==> src/rtl/kpn_pkg.sv <==
// ---------------------------------------------------------------------------
// kpn_pkg
//   Shared constants and types for the KPN channel FIFO between the
//   producer process and the LCD display consumer.
//   Contents:
//     KPN_WORD_W       width of one channel word (four BCD digits)
//     KPN_FIFO_DEPTH   default number of storage words (power of two)
//     KPN_AFULL_LEVEL  default occupancy at which almost_full asserts
//     kpn_word_t       one channel word
// ---------------------------------------------------------------------------
package kpn_pkg;

  localparam int KPN_WORD_W      = 16;
  localparam int KPN_FIFO_DEPTH  = 8;
  localparam int KPN_AFULL_LEVEL = 6;

  typedef logic [KPN_WORD_W-1:0] kpn_word_t;

endpackage : kpn_pkg

==> src/rtl/kpn_fifo_channel_if.sv <==
// ---------------------------------------------------------------------------
// kpn_fifo_channel_if
//   Bundles the producer/consumer handshake of the KPN channel FIFO.
//   Modports:
//     master  the environment: drives wr, data_in, rd, clear_flags and
//             observes data_out, occupancy and status flags
//     slave   the FIFO itself
//   Signals:
//     wr, data_in        write strobe and write word
//     rd                 read strobe (pops the head word)
//     data_out           head word, first-word-fall-through, 0 when empty
//     full, empty        blocking conditions for the two processes
//     almost_full        count >= AFULL_LEVEL
//     count              occupancy, 0..DEPTH
//     overflow/underflow sticky protocol-violation flags
//     clear_flags        clears the sticky flags
// ---------------------------------------------------------------------------
interface kpn_fifo_channel_if
  import kpn_pkg::*;
#(
  parameter int WIDTH = KPN_WORD_W,
  parameter int DEPTH = KPN_FIFO_DEPTH
);

  logic                   wr;
  logic [WIDTH-1:0]       data_in;
  logic                   rd;
  logic [WIDTH-1:0]       data_out;
  logic                   full;
  logic                   empty;
  logic                   almost_full;
  logic [$clog2(DEPTH):0] count;
  logic                   overflow;
  logic                   underflow;
  logic                   clear_flags;

  modport master (
    output wr, data_in, rd, clear_flags,
    input  data_out, full, empty, almost_full, count, overflow, underflow
  );

  modport slave (
    input  wr, data_in, rd, clear_flags,
    output data_out, full, empty, almost_full, count, overflow, underflow
  );

endinterface : kpn_fifo_channel_if

==> src/rtl/kpn_fifo_ram.sv <==
// ---------------------------------------------------------------------------
// kpn_fifo_ram
//   DEPTH x WIDTH register file backing the KPN channel FIFO.
//   One synchronous write port, one asynchronous read port. Contents are
//   never reset; the FIFO's empty flag masks stale words.
//   Ports:
//     clock   write clock (posedge)
//     we      write enable
//     waddr   write address
//     wdata   write data
//     raddr   read address
//     rdata   read data, combinational from raddr and storage
// ---------------------------------------------------------------------------
module kpn_fifo_ram
  import kpn_pkg::*;
#(
  parameter int WIDTH = KPN_WORD_W,
  parameter int DEPTH = KPN_FIFO_DEPTH
) (
  input  logic                     clock,
  input  logic                     we,
  input  logic [$clog2(DEPTH)-1:0] waddr,
  input  logic [WIDTH-1:0]         wdata,
  input  logic [$clog2(DEPTH)-1:0] raddr,
  output logic [WIDTH-1:0]         rdata
);

  logic [WIDTH-1:0] mem [DEPTH];

  // Storage is deliberately left without a reset so it can map onto plain
  // flops or distributed RAM.
  always_ff @(posedge clock) begin
    if (we) begin
      mem[waddr] <= wdata;
    end
  end

  assign rdata = mem[raddr];

endmodule : kpn_fifo_ram

==> src/rtl/kpn_fifo_channel.sv <==
// ---------------------------------------------------------------------------
// kpn_fifo_channel
//   Bounded first-word-fall-through FIFO forming one KPN channel between a
//   producer process and the LCD display consumer. full/empty provide KPN
//   blocking; sticky overflow/underflow record protocol violations.
//   Parameters:
//     WIDTH        word width in bits
//     DEPTH        storage words, power of two and >= 2
//     AFULL_LEVEL  almost_full threshold, 1..DEPTH
//   Ports:
//     clock  single clock, all logic on posedge
//     reset  synchronous, active-high; discards all queued words
//     ch     channel interface (slave modport): wr/data_in, rd/data_out,
//            full, empty, almost_full, count, overflow, underflow,
//            clear_flags
// ---------------------------------------------------------------------------
module kpn_fifo_channel
  import kpn_pkg::*;
#(
  parameter int WIDTH       = KPN_WORD_W,
  parameter int DEPTH       = KPN_FIFO_DEPTH,
  parameter int AFULL_LEVEL = KPN_AFULL_LEVEL
) (
  input  logic               clock,
  input  logic               reset,
  kpn_fifo_channel_if.slave  ch
);

  localparam int PTR_W = $clog2(DEPTH);
  localparam int CNT_W = PTR_W + 1;

  typedef logic [PTR_W-1:0] ptr_t;
  typedef logic [CNT_W-1:0] cnt_t;

  ptr_t             wr_ptr_q;
  ptr_t             rd_ptr_q;
  cnt_t             count_q;
  cnt_t             count_next;
  logic             full_q;
  logic             empty_q;
  logic             afull_q;
  logic             overflow_q;
  logic             underflow_q;
  logic             wr_ok;
  logic             rd_ok;
  logic             ram_we;
  logic [WIDTH-1:0] ram_rdata;

  // Accept decisions use only registered state plus the strobes. A write
  // into a full FIFO is still taken when a read frees a slot in the same
  // cycle; a read of an empty FIFO is always refused, even alongside a
  // write, because the incoming word is not yet in storage.
  always_comb begin
    wr_ok      = ch.wr & (~full_q | ch.rd);
    rd_ok      = ch.rd & ~empty_q;
    count_next = count_q;
    case ({wr_ok, rd_ok})
      2'b10:   count_next = count_q + cnt_t'(1);
      2'b01:   count_next = count_q - cnt_t'(1);
      default: count_next = count_q;
    endcase
  end

  // The write in a reset cycle must not land in storage; pointers are
  // being cleared anyway, but keeping the RAM quiet avoids surprises when
  // inspecting memory during debug.
  assign ram_we = wr_ok & ~reset;

  kpn_fifo_ram #(
    .WIDTH (WIDTH),
    .DEPTH (DEPTH)
  ) u_ram (
    .clock (clock),
    .we    (ram_we),
    .waddr (wr_ptr_q),
    .wdata (ch.data_in),
    .raddr (rd_ptr_q),
    .rdata (ram_rdata)
  );

  // Pointers and occupancy. The status flags are registered from the
  // next-state count, so they change on exactly the same edge as count
  // and never depend combinationally on wr or rd. Pointer wrap falls out
  // of the power-of-two DEPTH.
  always_ff @(posedge clock) begin
    if (reset) begin
      wr_ptr_q <= '0;
      rd_ptr_q <= '0;
      count_q  <= '0;
      full_q   <= 1'b0;
      empty_q  <= 1'b1;
      afull_q  <= 1'b0;
    end else begin
      if (wr_ok) begin
        wr_ptr_q <= wr_ptr_q + ptr_t'(1);
      end
      if (rd_ok) begin
        rd_ptr_q <= rd_ptr_q + ptr_t'(1);
      end
      count_q <= count_next;
      full_q  <= (count_next == cnt_t'(DEPTH));
      empty_q <= (count_next == '0);
      afull_q <= (count_next >= cnt_t'(AFULL_LEVEL));
    end
  end

  // Sticky violation flags. A violation in the same cycle as clear_flags
  // leaves the flag set so no event is ever lost.
  always_ff @(posedge clock) begin
    if (reset) begin
      overflow_q  <= 1'b0;
      underflow_q <= 1'b0;
    end else begin
      if (ch.wr & ~wr_ok) begin
        overflow_q <= 1'b1;
      end else if (ch.clear_flags) begin
        overflow_q <= 1'b0;
      end
      if (ch.rd & ~rd_ok) begin
        underflow_q <= 1'b1;
      end else if (ch.clear_flags) begin
        underflow_q <= 1'b0;
      end
    end
  end

  // The head word is shown straight from storage; stale contents are
  // masked to zero while the channel is empty.
  assign ch.data_out    = empty_q ? '0 : ram_rdata;
  assign ch.full        = full_q;
  assign ch.empty       = empty_q;
  assign ch.almost_full = afull_q;
  assign ch.count       = count_q;
  assign ch.overflow    = overflow_q;
  assign ch.underflow   = underflow_q;

endmodule : kpn_fifo_channel
==> src/flat_wrapper.sv <==
// flat-port wrapper written by rule: the top's interface ports become plain ports
module kpn_fifo_channel_flat import kpn_pkg::*;
#(
  parameter int WIDTH       = KPN_WORD_W,
  parameter int DEPTH       = KPN_FIFO_DEPTH,
  parameter int AFULL_LEVEL = KPN_AFULL_LEVEL
)
  (clock, reset, ch_wr, ch_data_in, ch_rd, ch_clear_flags, ch_data_out, ch_full, ch_empty, ch_almost_full, ch_count, ch_overflow, ch_underflow);
  kpn_fifo_channel_if #(.WIDTH(WIDTH), .DEPTH(DEPTH)) ch_i ();
  input  logic clock;
  input  logic reset;
  input wire logic [$bits(ch_i.wr)-1:0] ch_wr;
  input wire logic [$bits(ch_i.data_in)-1:0] ch_data_in;
  input wire logic [$bits(ch_i.rd)-1:0] ch_rd;
  input wire logic [$bits(ch_i.clear_flags)-1:0] ch_clear_flags;
  output wire logic [$bits(ch_i.data_out)-1:0] ch_data_out;
  output wire logic [$bits(ch_i.full)-1:0] ch_full;
  output wire logic [$bits(ch_i.empty)-1:0] ch_empty;
  output wire logic [$bits(ch_i.almost_full)-1:0] ch_almost_full;
  output wire logic [$bits(ch_i.count)-1:0] ch_count;
  output wire logic [$bits(ch_i.overflow)-1:0] ch_overflow;
  output wire logic [$bits(ch_i.underflow)-1:0] ch_underflow;
  assign ch_i.wr = ch_wr;
  assign ch_i.data_in = ch_data_in;
  assign ch_i.rd = ch_rd;
  assign ch_i.clear_flags = ch_clear_flags;
  assign ch_data_out = ch_i.data_out;
  assign ch_full = ch_i.full;
  assign ch_empty = ch_i.empty;
  assign ch_almost_full = ch_i.almost_full;
  assign ch_count = ch_i.count;
  assign ch_overflow = ch_i.overflow;
  assign ch_underflow = ch_i.underflow;
  kpn_fifo_channel #(.WIDTH(WIDTH), .DEPTH(DEPTH), .AFULL_LEVEL(AFULL_LEVEL)) u_core (.clock(clock), .reset(reset), .ch(ch_i));
endmodule
==> config.mk <==
export PLATFORM = sky130hd
export DESIGN_NAME = kpn_fifo_channel_flat
export DESIGN_NICKNAME = d
export VERILOG_FILES = /design/src/rtl/kpn_pkg.sv /design/src/rtl/kpn_fifo_channel_if.sv /design/src/rtl/kpn_fifo_ram.sv /design/src/rtl/kpn_fifo_channel.sv /design/src/flat_wrapper.sv
export SDC_FILE = /design/constraint.sdc
export NUM_CORES = 1
export LEC_CHECK = 0
export ABC_AREA = 1
export ABC_CLOCK_PERIOD_IN_PS = 2850
export CAP_MARGIN = 20
export CORE_MARGIN = 2
export CORE_UTILIZATION = 50
export CTS_CLUSTER_DIAMETER = 60
export DETAILED_ROUTE_END_ITERATION = 10
export PLACE_DENSITY = 0.71
export SLEW_MARGIN = 20
export SYNTH_ARGS = -nofsm -noshare
export SYNTH_HDL_FRONTEND = slang
export SYNTH_SLANG_ARGS = --single-unit
==> constraint.sdc <==
create_clock -name clock -period 2.85 [get_ports clock]
set_input_delay 0.57 -clock clock [delete_from_list [all_inputs] [get_ports clock]]
set_output_delay 0.57 -clock clock [all_outputs]
set_load 0.05 [all_outputs]
==> impl_metrics.yaml, run 1 <==
outcome:
  status: "finished, final reports clean"
sta:
  finalClockSkew_ps: 10.0
  tightest_slew_ps: 617
  slew_violations: 0
  fin_crit_sh_pct: 94.8
  rsz0062_at_grt: "no"
  fmax_mhz: 370
  relSlewSlack_pct: 58.8
  finalCriticalPeriod_ps: 2700
  finalHoldViolCount: 0
  tns_ps: 0
  setup-violations-final: 0
worst_setup_path:
  critPathArrivalTime_ps: 2130
  critPathMaxFanout: 18
  rr_worst_depth: 13
  start_kind: "flip-flop"
  timing.rr.start: "u_core.ch.empty"
  critical_path_class: "reg2out"
  reg2reg_to: "u_core.ch.empty"
  endpoint_kind: "output port"
  required_ps: 2280
  rrSetupSlack_ps: 980
synth:
  synth_seq_cells: 146
  synthTopCellsByArea: "edfxtp_1 (66%), nor2_1 (7.0%), dfxtp_1 (6.2%)"
  async_flop_share_pct: 0
  synth_ff_type: "edfxtp_1"
  synth_cells: 480
  avgSynthCellArea_sq_um: 12.2
  synth-warning-count: 0
  synth_fp_nets: 506
  synth_top_cell_by_area: "edfxtp_1"
  synth_edf_count: 128
  yosysUniqueCellTypes: 21
  synth_most_common_cell: "edfxtp_1"
  synth_common_cells: "edfxtp_1 (128), nor2_1 (109), o21ai_1 (45), o21ai_0 (42), nand2_1 (27)"
  synth_top_area_share_pct: 65.7
  synth_sequential_area_ratio_pct: 71.8
  syn_area_sq_um: 5850
place:
  dpl.hpwl_microns: 7490
  place_area_sq_um: 6720
  dpl.cell_count: 668
  port_buffers: 45
  gp_congestion: 0.738
global_routing:
  grtUsageTotal_pct: 20.3
  antenna_found_initial: 0
  grt_pass1_wl_microns: 19400
  grt_max_degree: 33
  grt_pass1_vias: 3844
  grt_overflow_total: 0
clocking:
  cts-htree-levels: 4
  path_clk_slew_ps: 60
  post_cts.repair.setup_buffers: 0
  clock-sinks: 146
  cts_root_buf: "clkbuf_16"
  clock_path_buffers: 2
  hold_buffers: 0
  cts_tree: "done"
  cts_buffers: 17
  clkLatencyLatePin_ps: 410
finish:
  fin_area_sq_um: 7350
  nNetsFinal: 570
  layout-drive-gt1-share_pct: 15.4
  final_util_pct: 64.4
  seq_area_sq_um: 4210
  nFillCells: 813
  antennaDiodeCount: 0
  finalNonFillerCells: 700
  syn_to_final_growth_pct: 25.7
  multi_input_area_sq_um: 1440
worst_hold_path:
  hold_class: "reg2reg"
  hold_end: "u_core.ch.underflow"
  holdPathStages: 2
  hold_start: "u_core.ch.underflow"
routing:
  routed-via-count: 3810
  drc: 0
  vias_per_cell: 5.44
  first_iter_violations: 382
  drt_wl_total_microns: 12300
  wl_per_cell_microns: 17.6
  ant_nets: 0
  drt_first_pass_iters: 5
power:
  finalPower_mw: 6.79
  vdd_drop_max_mv: 0.607
  p_leak_nw: 2.61
  p_per_area_nw_per_um2: 923
floorplanning:
  io_pins: 46
  fp.dieH_microns: 112
  fp-row-count: 39
  start_util_pct: 51.2
  fp.dieW_microns: 112
  fp.coreArea_sq_um: 11400
  dieArea_sq_um: 12600
flow_run:
  drv_cap: 0
-- registers in the layout (all words and copies together) (netlist names), named ones only --
register	count
u_core.ch.almost_full	1
u_core.ch.overflow	1
u_core.ch.count	4
u_core.u_ram.mem	128
u_core.rd_ptr_q	3
u_core.ch.underflow	1
u_core.wr_ptr_q	3
u_core.ch.empty	1
u_core.ch.full	1
-- where the power goes --
part           leakage [nW]  internal, mW  total (mW)  switching, mW
clock                 0.312          1.40        2.24          0.836
sequential             1.31          2.44        2.55          0.116
combinational         0.995         0.783        2.00           1.21
total                  2.61          4.62        6.79           2.17
-- worst max-delay path by stage --
stage,end,startpoint,slack (ps),depth (start not counted)
6_report,ch_data_out[15],flip-flop,150,8
5_1_grt,ch_data_out[15],flip-flop,30,8
4_1_cts,ch_data_out[3],flip-flop,40,7
3_5_place_dp,u_core.ch.empty,ch_rd,260,15
3_3_place_gp,u_core.ch.empty,ch_rd,370,16
2_1_floorplan,u_core.u_ram.mem[6][0],ch_rd,280,6
-- cell usage in the layout (no fill, tap or decap) --
cell / netlist / routed
nor2_2: 0 / 1
o22ai_1: 16 / 16
dfxtp_4: 0 / 2
inv_2: 8 / 7
nor3b_1: 1 / 1
o21ai_0: 42 / 42
inv_1: 15 / 15
edfxtp_1: 128 / 128
inv_4: 0 / 2
nor2_1: 109 / 108
dfxtp_1: 18 / 16
clkinv_2: 0 / 2
clkdlybuf4s50_1: 0 / 29
inv_6: 0 / 4
o21ai_1: 45 / 45
nor3_1: 5 / 1
clkbuf_1: 7 / 1
xnor2_1: 2 / 2
buf_12: 0 / 18
mux2i_1: 16 / 16
clkbuf_8: 0 / 3
nand3_1: 8 / 8
ha_1: 5 / 5
nand2_1: 27 / 27
buf_4: 4 / 22
nand2b_1: 1 / 1
a21oi_1: 10 / 10
clkbuf_16: 0 / 21
nor3_2: 0 / 4
-- critical path, cell delays in order, from the launching register on --
cell and delay (ps):
dfxtp_4 490, buf_4 300, nor2_1 90, nor2_1 100
o21ai_1 80, o21ai_1 80, o21ai_0 130, nor2_2 270
buf_12 170
-- area by class of cell --
class / instances / area share [%]
Clock buffer: 25 / 7.76
Tap cell: 143 / 2.43
Sequential cell: 146 / 57.3
Inverter: 23 / 1.21
Multi-Input combinational cell: 287 / 19.5
Timing Repair Buffer: 69 / 11.1
Clock inverter: 7 / 0.698
-- metrics by stage --
stage	setup slack, ps	hold WS, ps
finish	147	469
global route	26.5	488
CTS	35.9	466
detailed placement	262	456
global placement	366	445
floorplan	276	433
-- cells by family (layout without fill, tap and decap cells) --
kind of cell	count (synthesis)	after routing	synth area share, %
DFF	146	146	71.8
xor gates and xnor gates	2	2	0.299
and+or+nand+nor	151	151	10.1
adders and majority gates	5	5	1.07
muxes	16	16	2.74
AOI/OAI and AO/OA	113	113	10.0
buffers and inverters	47	124	3.98
-- what timing repair did --
| action | 4_1_cts | 5_1_grt |
|---|---|---|
| cloned | 0 | 0 |
| endpoints found under the setup margin | 2 | 7 |
| gates resized for setup | 1 | 4 |
-- per-layer routing --
| metal | global-route usage (%) | up-vias | share of wire, % | wire (microns) |
|---|---|---|---|---|
| met3 | 4.70 | 25 | 5.0 | 621 |
| met1 | 25.3 | 1828 | 42 | 5200 |
| li1 | - | 1834 | - | - |
| met5 | 0 | - | 0 | 0 |
| met2 | 33.7 | 123 | 50 | 6210 |
| met4 | 9.76 | 0 | 2.2 | 268 |
Power figures use the tool's default switching activity.
==> inputs of run 2 (changes only) <==
--- a/config.mk
+++ b/config.mk
@@ -12,8 +12,9 @@
 export CORE_UTILIZATION = 50
 export CTS_CLUSTER_DIAMETER = 60
 export DETAILED_ROUTE_END_ITERATION = 10
-export PLACE_DENSITY = 0.71
+export PLACE_DENSITY = 0.7
 export SLEW_MARGIN = 20
 export SYNTH_ARGS = -nofsm -noshare
 export SYNTH_HDL_FRONTEND = slang
 export SYNTH_SLANG_ARGS = --single-unit
+export TNS_END_PERCENT = 50
==> run 2 against run 1 <==
Combinational power about the same. Critical path depth is 2 lower. Fmax up 2.1%. Die area unchanged. Via count grew 1.6%. Register-to-register slack improved by 30 ps. Non-clock buffer count increased by 1.
==> impl_metrics.yaml, run 2 (synthesized netlist as in run 1, its figures left out) <==
sta:
  finalCriticalPeriod_ps: 2650
  fmax_mhz: 378
  fin_crit_sh_pct: 92.8
  relSlewSlack_pct: 57.3
  rsz0062_at_grt: "no"
  finalHoldViolCount: 0
  tns_ps: 0
  hold_slack_ps: 477
  tightest_slew_ps: 640
  finalClockSkew_ps: 6.67
  layout_setup_ws_ps: 204
  setup-violations-final: 0
  slew_violations: 0
place:
  port_buffers: 45
  pre_cts_slack_ps: 295
  gp_congestion: 0.781
  dpl.hpwl_microns: 7590
  place_area_sq_um: 6740
  dpl.cell_count: 669
floorplanning:
  fp.dieH_microns: 112
  fp.coreArea_sq_um: 11400
  dieArea_sq_um: 12600
  io_pins: 46
  fp-row-count: 39
  start_util_pct: 51.2
  fp.dieW_microns: 112
worst_setup_path:
  start_kind: "flip-flop"
  critPathMaxFanout: 35
  critical_path_class: "reg2out"
  slowest_stage: "dfxtp_4"
  crit_family: "flip-flops"
  required_ps: 2280
  timing.rr.start: "u_core.ch.empty"
  rrSetupSlack_ps: 1010
  path_cells: "buf_12 -> o21ai_0 -> o22ai_1 -> nor2_1 -> nor2_1 -> buf_12"
  critPathBufInv: 2
  rr_worst_depth: 12
  slowest_delay_ps: 600
  endpoint_kind: "output port"
  reg2reg_to: "u_core.ch.almost_full"
  critPathArrivalTime_ps: 2080
finish:
  layout_common_cells: "edfxtp_1 (128), nor2_1 (109), o21ai_1 (45)"
  antennaDiodeCount: 0
  final_common_cell: "edfxtp_1"
  largest_register_ffs: 128
  fin_area_sq_um: 7390
  nFillCells: 816
  syn_to_final_growth_pct: 26.3
  nNetsFinal: 571
  regMostFlops: "u_core.u_ram.mem"
  final_util_pct: 64.7
  finalNonFillerCells: 701
  seq_area_sq_um: 4210
  multi_input_area_sq_um: 1440
  layout-drive-gt1-share_pct: 15.2
routing:
  vias_per_cell: 5.52
  met1Wirelength_microns: 5510
  dr.max_layer_used: "met4"
  ant_nets: 0
  drt_wl_total_microns: 12700
  drt_first_pass_iters: 5
  met3_length_microns: 740
  drc: 0
  wl_per_cell_microns: 18.1
  first_iter_violations: 424
  dr_wl_met2_microns: 6140
  routed-via-count: 3870
clocking:
  clkLatencyLatePin_ps: 420
  post_cts.repair.setup_buffers: 0
  cts_root_buf: "clkbuf_16"
  cts-htree-levels: 4
  clock_path_buffers: 2
  path_clk_slew_ps: 60
  cts_tree: "done"
  clock-sinks: 146
  cts_buffers: 17
global_routing:
  grt_pass1_wl_microns: 20300
  antenna_found_initial: 0
  grt_max_degree: 37
  grtUsageTotal_pct: 21.0
  grt_pass1_vias: 3887
  grt_overflow_total: 0
flow_run:
  drv_cap: 0
power:
  p_leak_nw: 2.61
  finalPower_mw: 6.96
  p_per_area_nw_per_um2: 942
  vdd_drop_max_mv: 0.621
worst_hold_path:
  holdPathStages: 2
  hold_start: "u_core.rd_ptr_q[2]"
  hold_class: "reg2reg"
  hold_end: "u_core.rd_ptr_q[2]"
outcome:
  status: "finished, final reports clean"
run 2: cell count changes in the layout (fill, tap and decap cells not counted), moves of 2 or more:
cell and delta:
inv_6 -4, clkinvlp_4 +5, clkbuf_8 -3, clkbuf_16 -4, inv_4 -2, bufinv_16 +5
clkinv_4 +2
run 2: layout make-up:
| type | instances | share of cell area, % |
|---|---|---|
| timing repair buffer | 70 | 11.3 |
| multi-input combinational | 287 | 19.4 |
| clock inverter | 13 | 2.85 |
| inverter | 23 | 1.17 |
| clock buffer | 19 | 5.86 |
| sequential | 146 | 57.0 |
| tap | 143 | 2.42 |
run 2: how the worst max path moves through the flow:
stage | start | endpoint | slack (ps) | cells past startpoint
after floorplan | ch_rd | u_core.u_ram.mem[6][0] | 280 | 6
final | flip-flop | ch_data_out[14] | 200 | 6
after global placement | ch_rd | u_core.ch.empty | 370 | 16
after detailed placement | ch_rd | u_core.ch.almost_full | 290 | 14
after CTS | flip-flop | ch_data_out[14] | 210 | 6
after global routing | flip-flop | ch_data_out[14] | 110 | 6
run 2: timing repair:
| item | in CTS | in global routing |
|---|---|---|
| gates resized for setup | 1 | 0 |
| hold buffers | 0 | 0 |
| endpoints found under the setup margin | 1 | 0 |
run 2: layer usage:
metal	up-vias	global-route usage (%)
met5	-	0
met4	0	8.37
met3	23	5.67
met2	133	34.0
met1	1871	27.2
li1	1843	-
run 2: report_power, final:
group | switching, mW | total, mW | internal (mW)
clock | 0.853 | 2.40 | 1.55
combinational | 1.22 | 2.00 | 0.785
sequential | 0.113 | 2.55 | 2.44
total | 2.19 | 6.96 | 4.77
run 2: worst min-delay path: stages, from the launching register on:
cell,delay (ps)
dfxtp_1,310
inv_1,50
a21oi_1,70
==> inputs of run 3 (changes only) <==
--- a/config.mk
+++ b/config.mk
@@ -12,7 +12,7 @@
 export CORE_UTILIZATION = 50
 export CTS_CLUSTER_DIAMETER = 60
 export DETAILED_ROUTE_END_ITERATION = 10
-export PLACE_DENSITY = 0.7
+export PLACE_DENSITY_LB_ADDON = 0.12
 export SLEW_MARGIN = 20
 export SYNTH_ARGS = -nofsm -noshare
 export SYNTH_HDL_FRONTEND = slang
==> run 3 against run 2 <==
Worst hold slack worse by 4.2 ps. Sequential power down 2%. Sequential cell count unchanged. Setup slack worse by 39 ps. Core utilization down 0.37 points. Clock-buffer cell count up 9. Critical path type unchanged.
==> impl_metrics.yaml, run 3 (synthesized netlist as in run 1, its figures left out) <==
sta:
  fin_crit_sh_pct: 94.2
  finalCriticalPeriod_ps: 2680
  layout_setup_ws_ps: 165
  slew_violations: 0
  tns_ps: 0
  hold_slack_ps: 473
  setup-violations-final: 0
  finalHoldViolCount: 0
  relSlewSlack_pct: 62.8
  finalClockSkew_ps: 7.26
  fmax_mhz: 372
  rsz0062_at_grt: "no"
  tightest_slew_ps: 557
clocking:
  clock-sinks: 146
  cts_root_buf: "clkbuf_16"
  path_clk_slew_ps: 60
  cts-htree-levels: 4
  clkLatencyLatePin_ps: 410
  cts_tree: "done"
  cts_buffers: 17
  clock_path_buffers: 2
  post_cts.repair.setup_buffers: 0
power:
  p_leak_nw: 2.60
  vdd_drop_max_mv: 0.474
  p_per_area_nw_per_um2: 932
place:
  dpl.cell_count: 665
  dpl.hpwl_microns: 7090
  port_buffers: 45
  place_area_sq_um: 6690
  pre_cts_slack_ps: 293
  gp_congestion: 0.749
outcome:
  status: "finished, final reports clean"
routing:
  vias_per_cell: 5.39
  wl_per_cell_microns: 17.1
  drc: 0
  first_iter_violations: 216
  ant_nets: 0
  drt_first_pass_iters: 4
  drt_wl_total_microns: 11900
  routed-via-count: 3754
worst_setup_path:
  endpoint_kind: "output port"
  critPathMaxFanout: 20
  critPathArrivalTime_ps: 2110
  start_kind: "flip-flop"
  required_ps: 2280
  critical_path_class: "reg2out"
worst_hold_path:
  hold_class: "reg2reg"
global_routing:
  grt_overflow_total: 0
  antenna_found_initial: 0
  grt_pass1_wl_microns: 19000
  grtUsageTotal_pct: 20.0
  grt_pass1_vias: 3713
  grt_max_degree: 65
floorplanning:
  io_pins: 46
  start_util_pct: 51.2
  fp.dieH_microns: 112
  fp-row-count: 39
  fp.dieW_microns: 112
  dieArea_sq_um: 12600
  fp.coreArea_sq_um: 11400
finish:
  layout-drive-gt1-share_pct: 14.4
  syn_to_final_growth_pct: 25.5
  finalNonFillerCells: 697
  final_common_cell: "edfxtp_1"
  regMostFlops: "u_core.u_ram.mem"
  layout_common_cells: "edfxtp_1 (128), nor2_1 (109), o21ai_1 (45)"
  largest_register_ffs: 128
  antennaDiodeCount: 0
  nNetsFinal: 567
  fin_area_sq_um: 7350
flow_run:
  drv_cap: 0
run 3: layout make-up:
| type | count | area (sq um) |
|---|---|---|
| clock inverters | 4 | 51.3 |
| clock buffers | 28 | 603 |
| inverters | 23 | 86.3 |
| fillers | 872 | 4070 |
| multi-input cells | 287 | 1440 |
| well taps | 143 | 179 |
| repair buffers | 66 | 785 |
| flip-flops and latches | 146 | 4210 |
run 3: power breakdown:
group	total (mW)	internal, mW	switching [mW]	leakage (nW)
clock	2.33	1.53	0.796	0.319
sequential	2.50	2.44	0.0686	1.30
combinational	2.01	0.773	1.24	0.977
run 3: per-layer routing:
layer | part of all wire [%] | GRT usage [%] | vias up
met2 | 51 | 33.2 | 91
met4 | 1.5 | 7.97 | 0
met1 | 43 | 25.8 | 1820
met5 | 0 | 0 | -
li1 | - | - | 1827
met3 | 5.3 | 4.64 | 16
run 3: worst paths after layout:
kind,start,end,slack (ps),cells past startpoint
min,u_core.ch.overflow,u_core.ch.overflow,470,2
max,flip-flop,ch_data_out[0],170,7
max reg2reg,u_core.ch.empty,u_core.ch.almost_full,1050,12
min reg2reg,u_core.ch.overflow,u_core.ch.overflow,470,2
run 3: stage by stage:
step,power (mW),utilization [%]
after floorplan,3.79,-
after global placement,4.54,58.6
after detailed placement,4.56,58.6
after CTS,6.91,64.3
after global routing,7.15,64.3
final,6.85,64.3
run 3: what timing repair did:
action / 4_1_cts / 5_1_grt
endpoints found under the setup margin: 0 / 1
hold buffers: 0 / 0
gates resized for setup: 0 / 1
run 3: critical path, cell delays in order (launching register included):
cell     delay [ps]
dfxtp_2         340
inv_2           250
buf_4           320
nor2_1           90
o21ai_1         130
o21ai_0         110
nor2_1          280
buf_12          180
